`src/rtl/instruction_monitor_mp_pkg.sv`:
```
// Shared definitions for the multi-slot instruction monitor: FSM encoding, table geometry and
// slot popcount.
package instruction_monitor_mp_pkg;

   localparam int unsigned TableSize        = 256;
   localparam logic [7:0]  ExtPrefixDefault = 8'hff;
   localparam int unsigned MaxSlots         = 4;

   typedef enum logic [1:0] {
      StRun   = 2'd0,
      StDrain = 2'd1,
      StDone  = 2'd2
   } mon_state_e;

   function automatic logic [2:0] popcount(input logic [MaxSlots-1:0] v);
      logic [2:0] n;
      n = '0;
      for (int i = 0; i < MaxSlots; i++) begin
         n = n + {2'b00, v[i]};
      end
      return n;
   endfunction

endpackage

```
`src/rtl/instruction_monitor_mp_table.sv`:
```
// 256-entry opcode enable bitmap: one write port, NumSlots combinational read ports that see
// the pre-edge contents.
module instruction_monitor_mp_table
   import instruction_monitor_mp_pkg::*;
#(
   parameter int unsigned NumSlots    = 2,
   parameter bit          ResetEnable = 1'b1
) (
   input  logic                  clk_i,
   input  logic                  rst_i,
   input  logic                  wr_en_i,
   input  logic [7:0]            wr_idx_i,
   input  logic                  wr_data_i,
   input  logic [8*NumSlots-1:0] rd_idx_i,
   output logic [NumSlots-1:0]   rd_data_o
);

   logic [TableSize-1:0] tbl_q, tbl_d;

   always_comb begin
      tbl_d = tbl_q;
      if (wr_en_i) begin
         tbl_d[wr_idx_i] = wr_data_i;
      end
   end

   always_ff @(posedge clk_i or posedge rst_i) begin
      if (rst_i) begin
         tbl_q <= {TableSize{ResetEnable}};
      end else begin
         tbl_q <= tbl_d;
      end
   end

   always_comb begin
      rd_data_o = '0;
      for (int s = 0; s < NumSlots; s++) begin
         rd_data_o[s] = tbl_q[rd_idx_i[8*s +: 8]];
      end
   end

endmodule

```
`src/rtl/instruction_monitor_mp.sv`:
```
// Checks up to NUM_SLOTS issued opcodes per cycle against base/extended enable tables, counts
// and captures violations, and raises a sticky endsim after a threshold plus drain delay.
module instruction_monitor_mp
   import instruction_monitor_mp_pkg::*;
#(
   parameter int unsigned NUM_SLOTS    = 2,
   parameter logic [7:0]  EXT_PREFIX   = ExtPrefixDefault,
   parameter int unsigned CNT_W        = 32,
   parameter int unsigned MAX_ERRORS   = 1,
   parameter int unsigned ABORT_DELAY  = 4,
   parameter bit          RESET_ENABLE = 1'b1,
   localparam int unsigned SlotW       = (NUM_SLOTS > 1) ? $clog2(NUM_SLOTS) : 1
) (
   input  logic                   clk,
   input  logic                   reset,
   input  logic [NUM_SLOTS-1:0]   valid_op,
   input  logic [8*NUM_SLOTS-1:0] opcode_1,
   input  logic [8*NUM_SLOTS-1:0] opcode_2,
   input  logic                   tbl_wr_en,
   input  logic                   tbl_wr_ext,
   input  logic [7:0]             tbl_wr_idx,
   input  logic                   tbl_wr_data,
   input  logic                   clear_counts,
   output logic [CNT_W-1:0]       instr_count,
   output logic [CNT_W-1:0]       err_count,
   output logic                   err_valid,
   output logic [SlotW-1:0]       err_slot,
   output logic [15:0]            err_opcode,
   output logic [15:0]            first_opcode,
   output logic                   endsim
);

   localparam int unsigned DlyW = (ABORT_DELAY > 1) ? $clog2(ABORT_DELAY) : 1;
   localparam logic [DlyW-1:0] DlyInit = DlyW'((ABORT_DELAY > 0) ? ABORT_DELAY - 1 : 0);
   localparam logic [CNT_W+31:0] MaxErrW = (CNT_W + 32)'(MAX_ERRORS);

   logic [NUM_SLOTS-1:0] base_rd, ext_rd, viol;
   logic [SlotW-1:0]     hit_slot;
   logic [15:0]          hit_op;
   logic                 any_viol, thresh_hit;

   logic [CNT_W-1:0] instr_count_q, instr_count_d;
   logic [CNT_W-1:0] err_count_q, err_count_d;
   logic             err_valid_q, err_valid_d;
   logic [SlotW-1:0] err_slot_q, err_slot_d;
   logic [15:0]      err_opcode_q, err_opcode_d;
   logic [15:0]      first_opcode_q, first_opcode_d;
   logic             first_seen_q, first_seen_d;
   logic             endsim_q, endsim_d;
   logic [DlyW-1:0]  dly_q, dly_d;
   mon_state_e       state_q, state_d;

   instruction_monitor_mp_table #(
      .NumSlots    (NUM_SLOTS),
      .ResetEnable (RESET_ENABLE)
   ) u_base_tbl (
      .clk_i     (clk),
      .rst_i     (reset),
      .wr_en_i   (tbl_wr_en & ~tbl_wr_ext),
      .wr_idx_i  (tbl_wr_idx),
      .wr_data_i (tbl_wr_data),
      .rd_idx_i  (opcode_1),
      .rd_data_o (base_rd)
   );

   instruction_monitor_mp_table #(
      .NumSlots    (NUM_SLOTS),
      .ResetEnable (RESET_ENABLE)
   ) u_ext_tbl (
      .clk_i     (clk),
      .rst_i     (reset),
      .wr_en_i   (tbl_wr_en & tbl_wr_ext),
      .wr_idx_i  (tbl_wr_idx),
      .wr_data_i (tbl_wr_data),
      .rd_idx_i  (opcode_2),
      .rd_data_o (ext_rd)
   );

   function automatic logic [CNT_W-1:0] sat_add(input logic [CNT_W-1:0] a, input logic [2:0] inc);
      logic [CNT_W+2:0] sum;
      sum = {3'b000, a} + (CNT_W + 3)'(inc);
      return (sum[CNT_W+2:CNT_W] != 3'b000) ? '1 : sum[CNT_W-1:0];
   endfunction

   // Invalid slots are masked by the AND, so X opcodes on them never raise a violation.
   always_comb begin
      viol = '0;
      for (int s = 0; s < NUM_SLOTS; s++) begin
         if (opcode_1[8*s +: 8] == EXT_PREFIX) begin
            viol[s] = valid_op[s] & ~ext_rd[s];
         end else begin
            viol[s] = valid_op[s] & ~base_rd[s];
         end
      end
   end

   // Descending scan so the lowest violating slot is the last one written.
   always_comb begin
      hit_slot = '0;
      hit_op   = '0;
      for (int s = NUM_SLOTS - 1; s >= 0; s--) begin
         if (viol[s]) begin
            hit_slot = SlotW'(s);
            if (opcode_1[8*s +: 8] == EXT_PREFIX) begin
               hit_op = {opcode_1[8*s +: 8], opcode_2[8*s +: 8]};
            end else begin
               hit_op = {opcode_1[8*s +: 8], 8'h00};
            end
         end
      end
   end

   assign any_viol = |viol;

   always_comb begin
      instr_count_d  = sat_add(instr_count_q, popcount(MaxSlots'(valid_op)));
      err_count_d    = sat_add(err_count_q, popcount(MaxSlots'(viol)));
      if (clear_counts) begin
         instr_count_d = '0;
         err_count_d   = '0;
      end
      err_valid_d    = any_viol;
      err_slot_d     = err_slot_q;
      err_opcode_d   = err_opcode_q;
      first_opcode_d = first_opcode_q;
      first_seen_d   = first_seen_q;
      if (any_viol) begin
         err_slot_d   = hit_slot;
         err_opcode_d = hit_op;
         if (!first_seen_q) begin
            first_opcode_d = hit_op;
            first_seen_d   = 1'b1;
         end
      end
   end

   assign thresh_hit = {32'b0, err_count_d} >= MaxErrW;

   always_comb begin
      state_d  = state_q;
      dly_d    = dly_q;
      endsim_d = endsim_q;
      case (state_q)
         StRun: begin
            if (thresh_hit) begin
               if (ABORT_DELAY == 0) begin
                  state_d  = StDone;
                  endsim_d = 1'b1;
               end else begin
                  state_d = StDrain;
                  dly_d   = DlyInit;
               end
            end
         end
         StDrain: begin
            if (dly_q == '0) begin
               state_d  = StDone;
               endsim_d = 1'b1;
            end else begin
               dly_d = dly_q - 1'b1;
            end
         end
         StDone: begin
         end
         default: state_d = StRun;
      endcase
   end

   always_ff @(posedge clk or posedge reset) begin
      if (reset) begin
         instr_count_q  <= '0;
         err_count_q    <= '0;
         err_valid_q    <= 1'b0;
         err_slot_q     <= '0;
         err_opcode_q   <= '0;
         first_opcode_q <= '0;
         first_seen_q   <= 1'b0;
         endsim_q       <= 1'b0;
         dly_q          <= '0;
         state_q        <= StRun;
      end else begin
         instr_count_q  <= instr_count_d;
         err_count_q    <= err_count_d;
         err_valid_q    <= err_valid_d;
         err_slot_q     <= err_slot_d;
         err_opcode_q   <= err_opcode_d;
         first_opcode_q <= first_opcode_d;
         first_seen_q   <= first_seen_d;
         endsim_q       <= endsim_d;
         dly_q          <= dly_d;
         state_q        <= state_d;
      end
   end

   assign instr_count  = instr_count_q;
   assign err_count    = err_count_q;
   assign err_valid    = err_valid_q;
   assign err_slot     = err_slot_q;
   assign err_opcode   = err_opcode_q;
   assign first_opcode = first_opcode_q;
   assign endsim       = endsim_q;

endmodule

```
`config.mk`:
```
export PLATFORM = sky130hd
export DESIGN_NAME = instruction_monitor_mp
export DESIGN_NICKNAME = d
export VERILOG_FILES = /design/src/rtl/instruction_monitor_mp_pkg.sv /design/src/rtl/instruction_monitor_mp_table.sv /design/src/rtl/instruction_monitor_mp.sv
export SDC_FILE = /design/constraint.sdc
export NUM_CORES = 2
export LEC_CHECK = 0
export ABC_CLOCK_PERIOD_IN_PS = 6700
export CORE_MARGIN = 2
export CORE_UTILIZATION = 30
export DETAILED_ROUTE_END_ITERATION = 7
export REMOVE_ABC_BUFFERS = 1
export SETUP_SLACK_MARGIN = 0.1
export SLEW_MARGIN = 10
export SYNTH_ARGS = -nofsm -noshare
export SYNTH_HDL_FRONTEND = slang
export SYNTH_HIERARCHICAL = 1
export SYNTH_SLANG_ARGS = --single-unit
```
`constraint.sdc`:
```
create_clock -name clk -period 6.7 [get_ports clk]
set_input_delay 2.01 -clock clk [delete_from_list [all_inputs] [get_ports clk]]
set_output_delay 2.01 -clock clk [all_outputs]
set_load 0.01 [all_outputs]
```
# --- Word-level counts from Yosys, hierarchy flattened ---
# Cells that the tools add are included.
classes:
  n_addsub: 5
  magnitude_cmp: 7
  eq_ne: 7
  n_mux: 30
  bitwise_logic: 13
  n_reduce_logical: 11
op_table:
  columns: ["operator", "n"]
  rows:
  - ["bitwise mux 256 bit", 2]
  - ["2-to-1 mux 32 bit", 4]
  - ["adder 32 x 2 -> 33 bit", 2]
  - ["< comparator 8 x 9 -> 1 bit, second input constant", 5]
  - ["binary-select mux 1 bit (select 8 bit)", 4]
  - ["greater-or-equal comparator 32 x 1 -> 1 bit, second input constant", 1]
  - ["2-to-1 mux 16 bit", 2]
  - ["equality test 8 bit, second input constant", 2]
  - ["2-to-1 mux 8 bit", 2]
  - ["2-to-1 mux 1 bit", 9]
  - ["demux 1 bit (select 8 bit)", 1]
  - ["greater-or-equal comparator 8 x 1 -> 1 bit, second input constant", 1]
  - ["2-to-1 mux 2 bit", 4]
  - ["inverter 1 bit", 7]
  - ["AND 1 bit", 6]
  - ["inequality test 2 bit, second input constant", 3]
  - ["case mux 2 bit (3 select lines)", 1]
  - ["AND reduction 3 bit", 2]
  - ["nonzero test 3 bit", 2]
  - ["adder 1 x 1 -> 2 bit", 2]
  - ["logical NOT 2 bit", 2]
  - ["case mux 2 bit (2 select lines)", 1]
  - ["AND reduction 2 bit", 2]
  - ["equality test 2 x 1 -> 1 bit, second input constant", 1]
  - ["5 further kinds", 5]
totals:
  reg_bits: 616
  input_bits: 48
  out_inout_bits: 99
  word_cells: 85

# --- Logic depth before layout (Yosys ltp) ---
depth:
  word_depth: 13
  mapped_depth: 26
  depth_no_buf: 19

# --- Cells and area by module ---
# The synthesis kept the hierarchy.
by_module_without_submodules:
  columns: ["module", "n_inst", "cells_each", "area_each_um2", "seq_area_each_um2"]
  rows:
  - ["instruction_monitor_mp_table", 2, 1281, 15344.7, 6726.5]
  - ["instruction_monitor_mp", 1, 581, 5303.8, 2602.5]

# --- Worst setup path before layout ---
# No wires, ideal clock.
synth_timing:
  kind: "input to register"
  startpoint: "input port opcode_2[0]"
  endpoint: "register dly_q[0]"
  setup_ps: 128
  arrival_time_ps: 6979
  required_time_ps: 6572
  setup_slack_ps: -407
  cell_stages: 26
  path_cell_list: "buf_6 -> buf_4 -> buf_6 -> buf_4 -> mux2i_1 -> o22ai_1 -> a2111oi_0 -> nor2_1 -> a311oi_1 -> a22oi_1 -> mux2i_1 -> nand2_1 -> clkbuf_1 -> buf_1 -> inv_1 -> fa_1 -> ha_1 -> nand4_1 -> or3_1 -> buf_2 -> or4_1 -> nand3_1 -> a21oi_1 -> o2111a_1 -> o31ai_4 -> mux2_1"
synth_between:
  elab_chain_len: 13
synth_lines:
  columns: ["item", "line", "source"]
  rows:
  - ["start, declared", "instruction_monitor_mp.sv:18", "input logic [8*NUM_SLOTS-1:0] opcode_2,"]
  - ["binary-select mux 1 bit (select 8 bit) (*)", "instruction_monitor_mp_table.sv:38", "rd_data_o[s] = tbl_q[rd_idx_i[8*s +: 8]];"]
  - ["2-to-1 mux 1 bit (not written as such) (*)", "instruction_monitor_mp_table.sv:38", null]
  - ["via ext_rd[0]", "instruction_monitor_mp.sv:37", "logic [NUM_SLOTS-1:0] base_rd, ext_rd, viol;"]
  - ["inverter 1 bit (*)", "instruction_monitor_mp.sv:90", "viol[s] = valid_op[s] & ~ext_rd[s];"]
  - ["AND 1 bit (*)", "instruction_monitor_mp.sv:90", null]
  - ["2-to-1 mux 1 bit (*)", "instruction_monitor_mp.sv:89", "if (opcode_1[8*s +: 8] == EXT_PREFIX) begin"]
  - ["adder 1 x 1 -> 2 bit (*)", "instruction_monitor_mp_pkg.sv:19", "n = n + {2'b00, v[i]};"]
  - ["adder 32 x 2 -> 33 bit (*)", "instruction_monitor_mp.sv:81", "sum = {3'b000, a} + (CNT_W + 3)'(inc);"]
  - ["nonzero test 3 bit", "instruction_monitor_mp.sv:82", "return (sum[CNT_W+2:CNT_W] != 3'b000) ? '1 : sum[CNT_W-1:0];"]
  - ["2-to-1 mux 32 bit (*)", "instruction_monitor_mp.sv:82", null]
  - ["2-to-1 mux 32 bit (*)", "instruction_monitor_mp.sv:118", "if (clear_counts) begin"]
  - ["greater-or-equal comparator 32 x 1 -> 1 bit (*)", "instruction_monitor_mp.sv:137", "assign thresh_hit = {32'b0, err_count_d} >= MaxErrW;"]
  - ["inequality test 2 bit (no line) (*)", null, null]
  - ["AND reduction 3 bit (no line) (*)", null, null]
  - ["end signal, assigned", "instruction_monitor_mp.sv:190", "dly_q <= dly_d;"]
  - ["end, declared", "instruction_monitor_mp.sv:50", "logic [DlyW-1:0] dly_q, dly_d;"]
# The timed path passes the listed nets; every way through them passes the cells marked *. The select of a mux whose other input is x is not followed.
# A chain may end at the register's enable or synchronous reset.

# --- Worst setup path in the final report ---
layout_timing:
  startpoint: "input port opcode_1[0]"
  endpoint: "register dly_q[0]"
layout_between:
  elab_chain_len: 13
layout_lines:
  columns: ["item", "line", "source"]
  rows:
  - ["start, declared", "instruction_monitor_mp.sv:17", "input logic [8*NUM_SLOTS-1:0] opcode_1,"]
  - ["binary-select mux 1 bit (select 8 bit) (*)", "instruction_monitor_mp_table.sv:38", null]
  - ["2-to-1 mux 1 bit (not written as such) (*)", "instruction_monitor_mp_table.sv:38", null]
  - ["via base_rd[0]", "instruction_monitor_mp.sv:37", null]
  - ["inverter 1 bit (*)", "instruction_monitor_mp.sv:92", "viol[s] = valid_op[s] & ~base_rd[s];"]
  - ["AND 1 bit (*)", "instruction_monitor_mp.sv:92", null]
  - ["2-to-1 mux 1 bit (*)", "instruction_monitor_mp.sv:89", null]
  - ["adder 1 x 1 -> 2 bit (*)", "instruction_monitor_mp_pkg.sv:19", null]
  - ["adder 32 x 2 -> 33 bit (*)", "instruction_monitor_mp.sv:81", null]
  - ["nonzero test 3 bit", "instruction_monitor_mp.sv:82", null]
  - ["2-to-1 mux 32 bit (*)", "instruction_monitor_mp.sv:82", null]
  - ["2-to-1 mux 32 bit (*)", "instruction_monitor_mp.sv:118", null]
  - ["greater-or-equal comparator 32 x 1 -> 1 bit (*)", "instruction_monitor_mp.sv:137", null]
  - ["inequality test 2 bit (no line) (*)", null, null]
  - ["AND reduction 3 bit (no line) (*)", null, null]
# Marks and branches as above.

==> results summary <==
The floorplan has 127 rows. The worst hold margin came out at 0.475 ns. The number of detailed-routing iterations run before antenna repair is 6.

TritonCTS created 68 clock buffers. The number of antenna violations at the first check in global routing was 8. On the worst path, the slowest cell contributes a delay of 0.50 ns. The share of synthesized area in the top cell type comes to 0.374. The number of clock sinks came out at 616. The routed via count divided by cell count is 5.36. The floorplan step defined a die boundary enclosing 0.123 mm2.

Setup repair after global routing left no endpoint under its margin. The initial utilization of the core area, before any placement, comes to 0.301. The count of cells in the finished layout, fillers not included, comes to 5151. The mean routed wirelength per cell came out at 22.8 um. CTS placed an instance of clkbuf_16 at the clock tree root. The CTS tree is yes. The share of post-route cells with drive strength above 1 came out at 0.508. The multi-input combinational cell area came out at 0.0193 mm2. The tool flagged a number of max-cap violations equal to 0. The utilization of the core after routing is 0.376.

The x dimension of the die is 350 um. The number of global-route vias before repair was 27700. The H-tree was split into 3 levels. Dividing the synthesized area by the synthesized cell count gives 11.5 um2. The height of the die came out at 350 um. Dividing the final minimum period by the clock period gives 0.967. The synthesized netlist cell count came out at 3143. Across the routed clock network, the largest skew measured is 0.0289 ns. The required time of the worst setup path is 7.21 ns.

The storage element area is 0.0161 mm2. The congestion estimate from routability-driven global placement came to 0.923. The number of input and output port buffers inserted is 146.

IR analysis of the VDD net gives a maximum drop of 0.165 mV. The total track usage is 0.185. The commonest cells after synthesis are 594 x nand2_1, 522 x mux2_2, 512 x dfstp_2.

The arrival time of data at the critical path endpoint is 6.99 ns. The overflow left after global routing is 0. The minimum period implied by the final worst setup slack came out at 6.48 ns.

The synthesis warning total came out at 6. The leakage power of the design came out at 17.4 nW. After detailed routing, the number of remaining DRC violations is 0. The clock network latency to the later pin of the worst-skew pair came out at 0.64 ns. The via count of the routed design came out at 27600.

For the pin with the worst max-slew slack, the measured transition is 1.31 ns. After synthesis, the share of flip-flops with an asynchronous set or reset is 1.00. After synthesis, the cell types taking the most area are dfstp_2 37%, mux2_2 16%, mux4_2 11%. The critical path in this run is classified as input port to flip-flop. The core area is 0.119 mm2. The post-synthesis sequential area ratio came out at 0.446. The worst setup path is captured at a flip-flop. The synthesized area came out at 0.0360 mm2. The remaining max-slew budget at the tightest pin came out at 0.123.

The final-report hold violation count came out at 0. By instance count, the leading cell after synthesis is nand2_1. The deepest clock path buffer count came out at 3. The count of flip-flops with a built-in enable after synthesis is 0. The violation count after the first detailed-routing iteration came out at 2296. STA classifies the critical path startpoint as an input port. For this run, the post-layout net count is 3538. The path class of the tightest hold or removal check is flip-flop to flip-flop. The hold buffer count at cts is 0.

The synthesized design spends more area on one cell type than any other, namely dfstp_2. The number of slew-limit violations in the final report is 0. On the critical path, the stage with the largest delay is an instance of mux4_2. The run finished with clean final reports. The number of register bits inferred by synthesis came out at 616.

The maximum achievable frequency is 0.154 GHz. The final antenna-violating net count came out at 0. Setup violations remaining at the end of the flow were counted as 0. The post-CTS clock slew at the launch and capture registers of the worst setup and hold paths is 0.06 ns. The top-level port count is 147. The count of fill cells added during filler insertion is 11600. The largest net degree at the start of global routing came out at 143. The area added between synthesis and finish came out at 24.8%.

Dividing total power by cell area gives a power density of 206 mW/mm2. The number of different library cells in the post-synthesis netlist came out at 64. The biggest fanout along the worst timing path came out at 7. The leading register cell type out of synthesis is dfstp_2. The detailed-placement wirelength estimate is 79600 um. Including well taps, the total number of placed cells is 5001. The wire length of the first global-routing pass is 176000 um.

The total detailed-routing wirelength is 117000 um.
[sequential cells by signal, indices dropped and copies added, names as in the netlist, 2 cells and up]
signal	cells
err_count	32
instr_count	32
state_q	2
first_opcode	16
u_base_tbl/tbl_q	256
err_opcode	16
u_ext_tbl/tbl_q	256
dly_q	2
[cell families (layout without fill, tap and decap cells)]
family	after synthesis	after routing	synth area share
compound gates	309	309	0.0575
xor+xnor	47	47	0.0114
fa+ha+maj	5	5	0.00216
buf+inv	278	672	0.0341
flops	616	616	0.446
mux	904	904	0.328
other cells	0	1	0
simple gates	984	985	0.121
[worst max-delay path: cells and delay by family]
family                   cells  cell delay, ns
adder cells (fa/ha/maj)      2            0.37
buffers and inverters        7            0.91
multiplexers                 4            1.32
AO/OA/AOI/OAI                5            1.08
AND/OR/NAND/NOR              7            1.29
[metal layers]
metal	part of all wire	routed length, um	GRT usage
met2	0.47	55200	0.296
met5	0.00070	82	0
met4	0.029	3360	0.0581
met1	0.43	50600	0.257
met3	0.069	8140	0.0303
[layout by cell type, fill, tap and decap left out, types with 85 or more instances in the layout]
| cell | n |
|---|---|
| mux2i_1 | 206 |
| o22ai_1 | 85 |
| buf_4 | 307 |
| dfstp_2 | 512 |
| nand2_1 | 593 |
| dfrtp_1 | 104 |
| clkdlybuf4s50_1 | 128 |
| nor2_1 | 122 |
| mux4_2 | 168 |
| mux2_2 | 517 |
[final timing paths]
| kind | from | end | slack, ns | cells after the start |
|---|---|---|---|---|
| max in group asynchronous | reset | u_base_tbl/tbl_q[169] | 3.27 | 3 |
| max reg2reg | u_ext_tbl/tbl_q[203] | dly_q[0] | 1.44 | 22 |
| min | err_opcode[4] | err_opcode[4] | 0.48 | 2 |
| min reg2reg | err_opcode[4] | err_opcode[4] | 0.48 | 2 |
| min in group asynchronous | reset | first_opcode[10] | 2.44 | 2 |
| max | opcode_1[0] | dly_q[0] | 0.22 | 25 |
[cell type report]
cell class / instances / area share
inverter: 32 / 0.00306
clock inverter: 28 / 0.00900
tap: 1612 / 0.0449
multi-input combinational: 2250 / 0.431
sequential: 616 / 0.357
timing repair buffer: 517 / 0.111
antenna: 1 / 0.0000557
clock buffer: 95 / 0.0435
[metrics by stage]
step	total power, W	setup TNS [ns]	cell area, um2	setup slack [ns]
final	0.00925	0	44900	0.218
after global routing	0.00960	0	44900	0.0551
after CTS	0.00927	0	44000	0.101
after detailed placement	0.00523	-2.48	41500	-0.844
after global placement	0.00522	-2.37	41500	-0.799
after floorplan	0.00455	-29.67	34900	-0.821
[where the power goes]
part,total (W),internal (W),switching [W]
clock network,0.00398,0.00233,0.00165
logic,0.00121,0.000571,0.000641
registers,0.00406,0.00393,0.000124
total,0.00925,0.00684,0.00242
[timing repair]
action                                  CTS  global route
endpoints found under the setup margin    2             3
buffers inserted                          4            15
cloned                                    0             7
pin swaps                                 3            42
gates resized for setup                  27           130
Power figures use the tool's default switching activity.
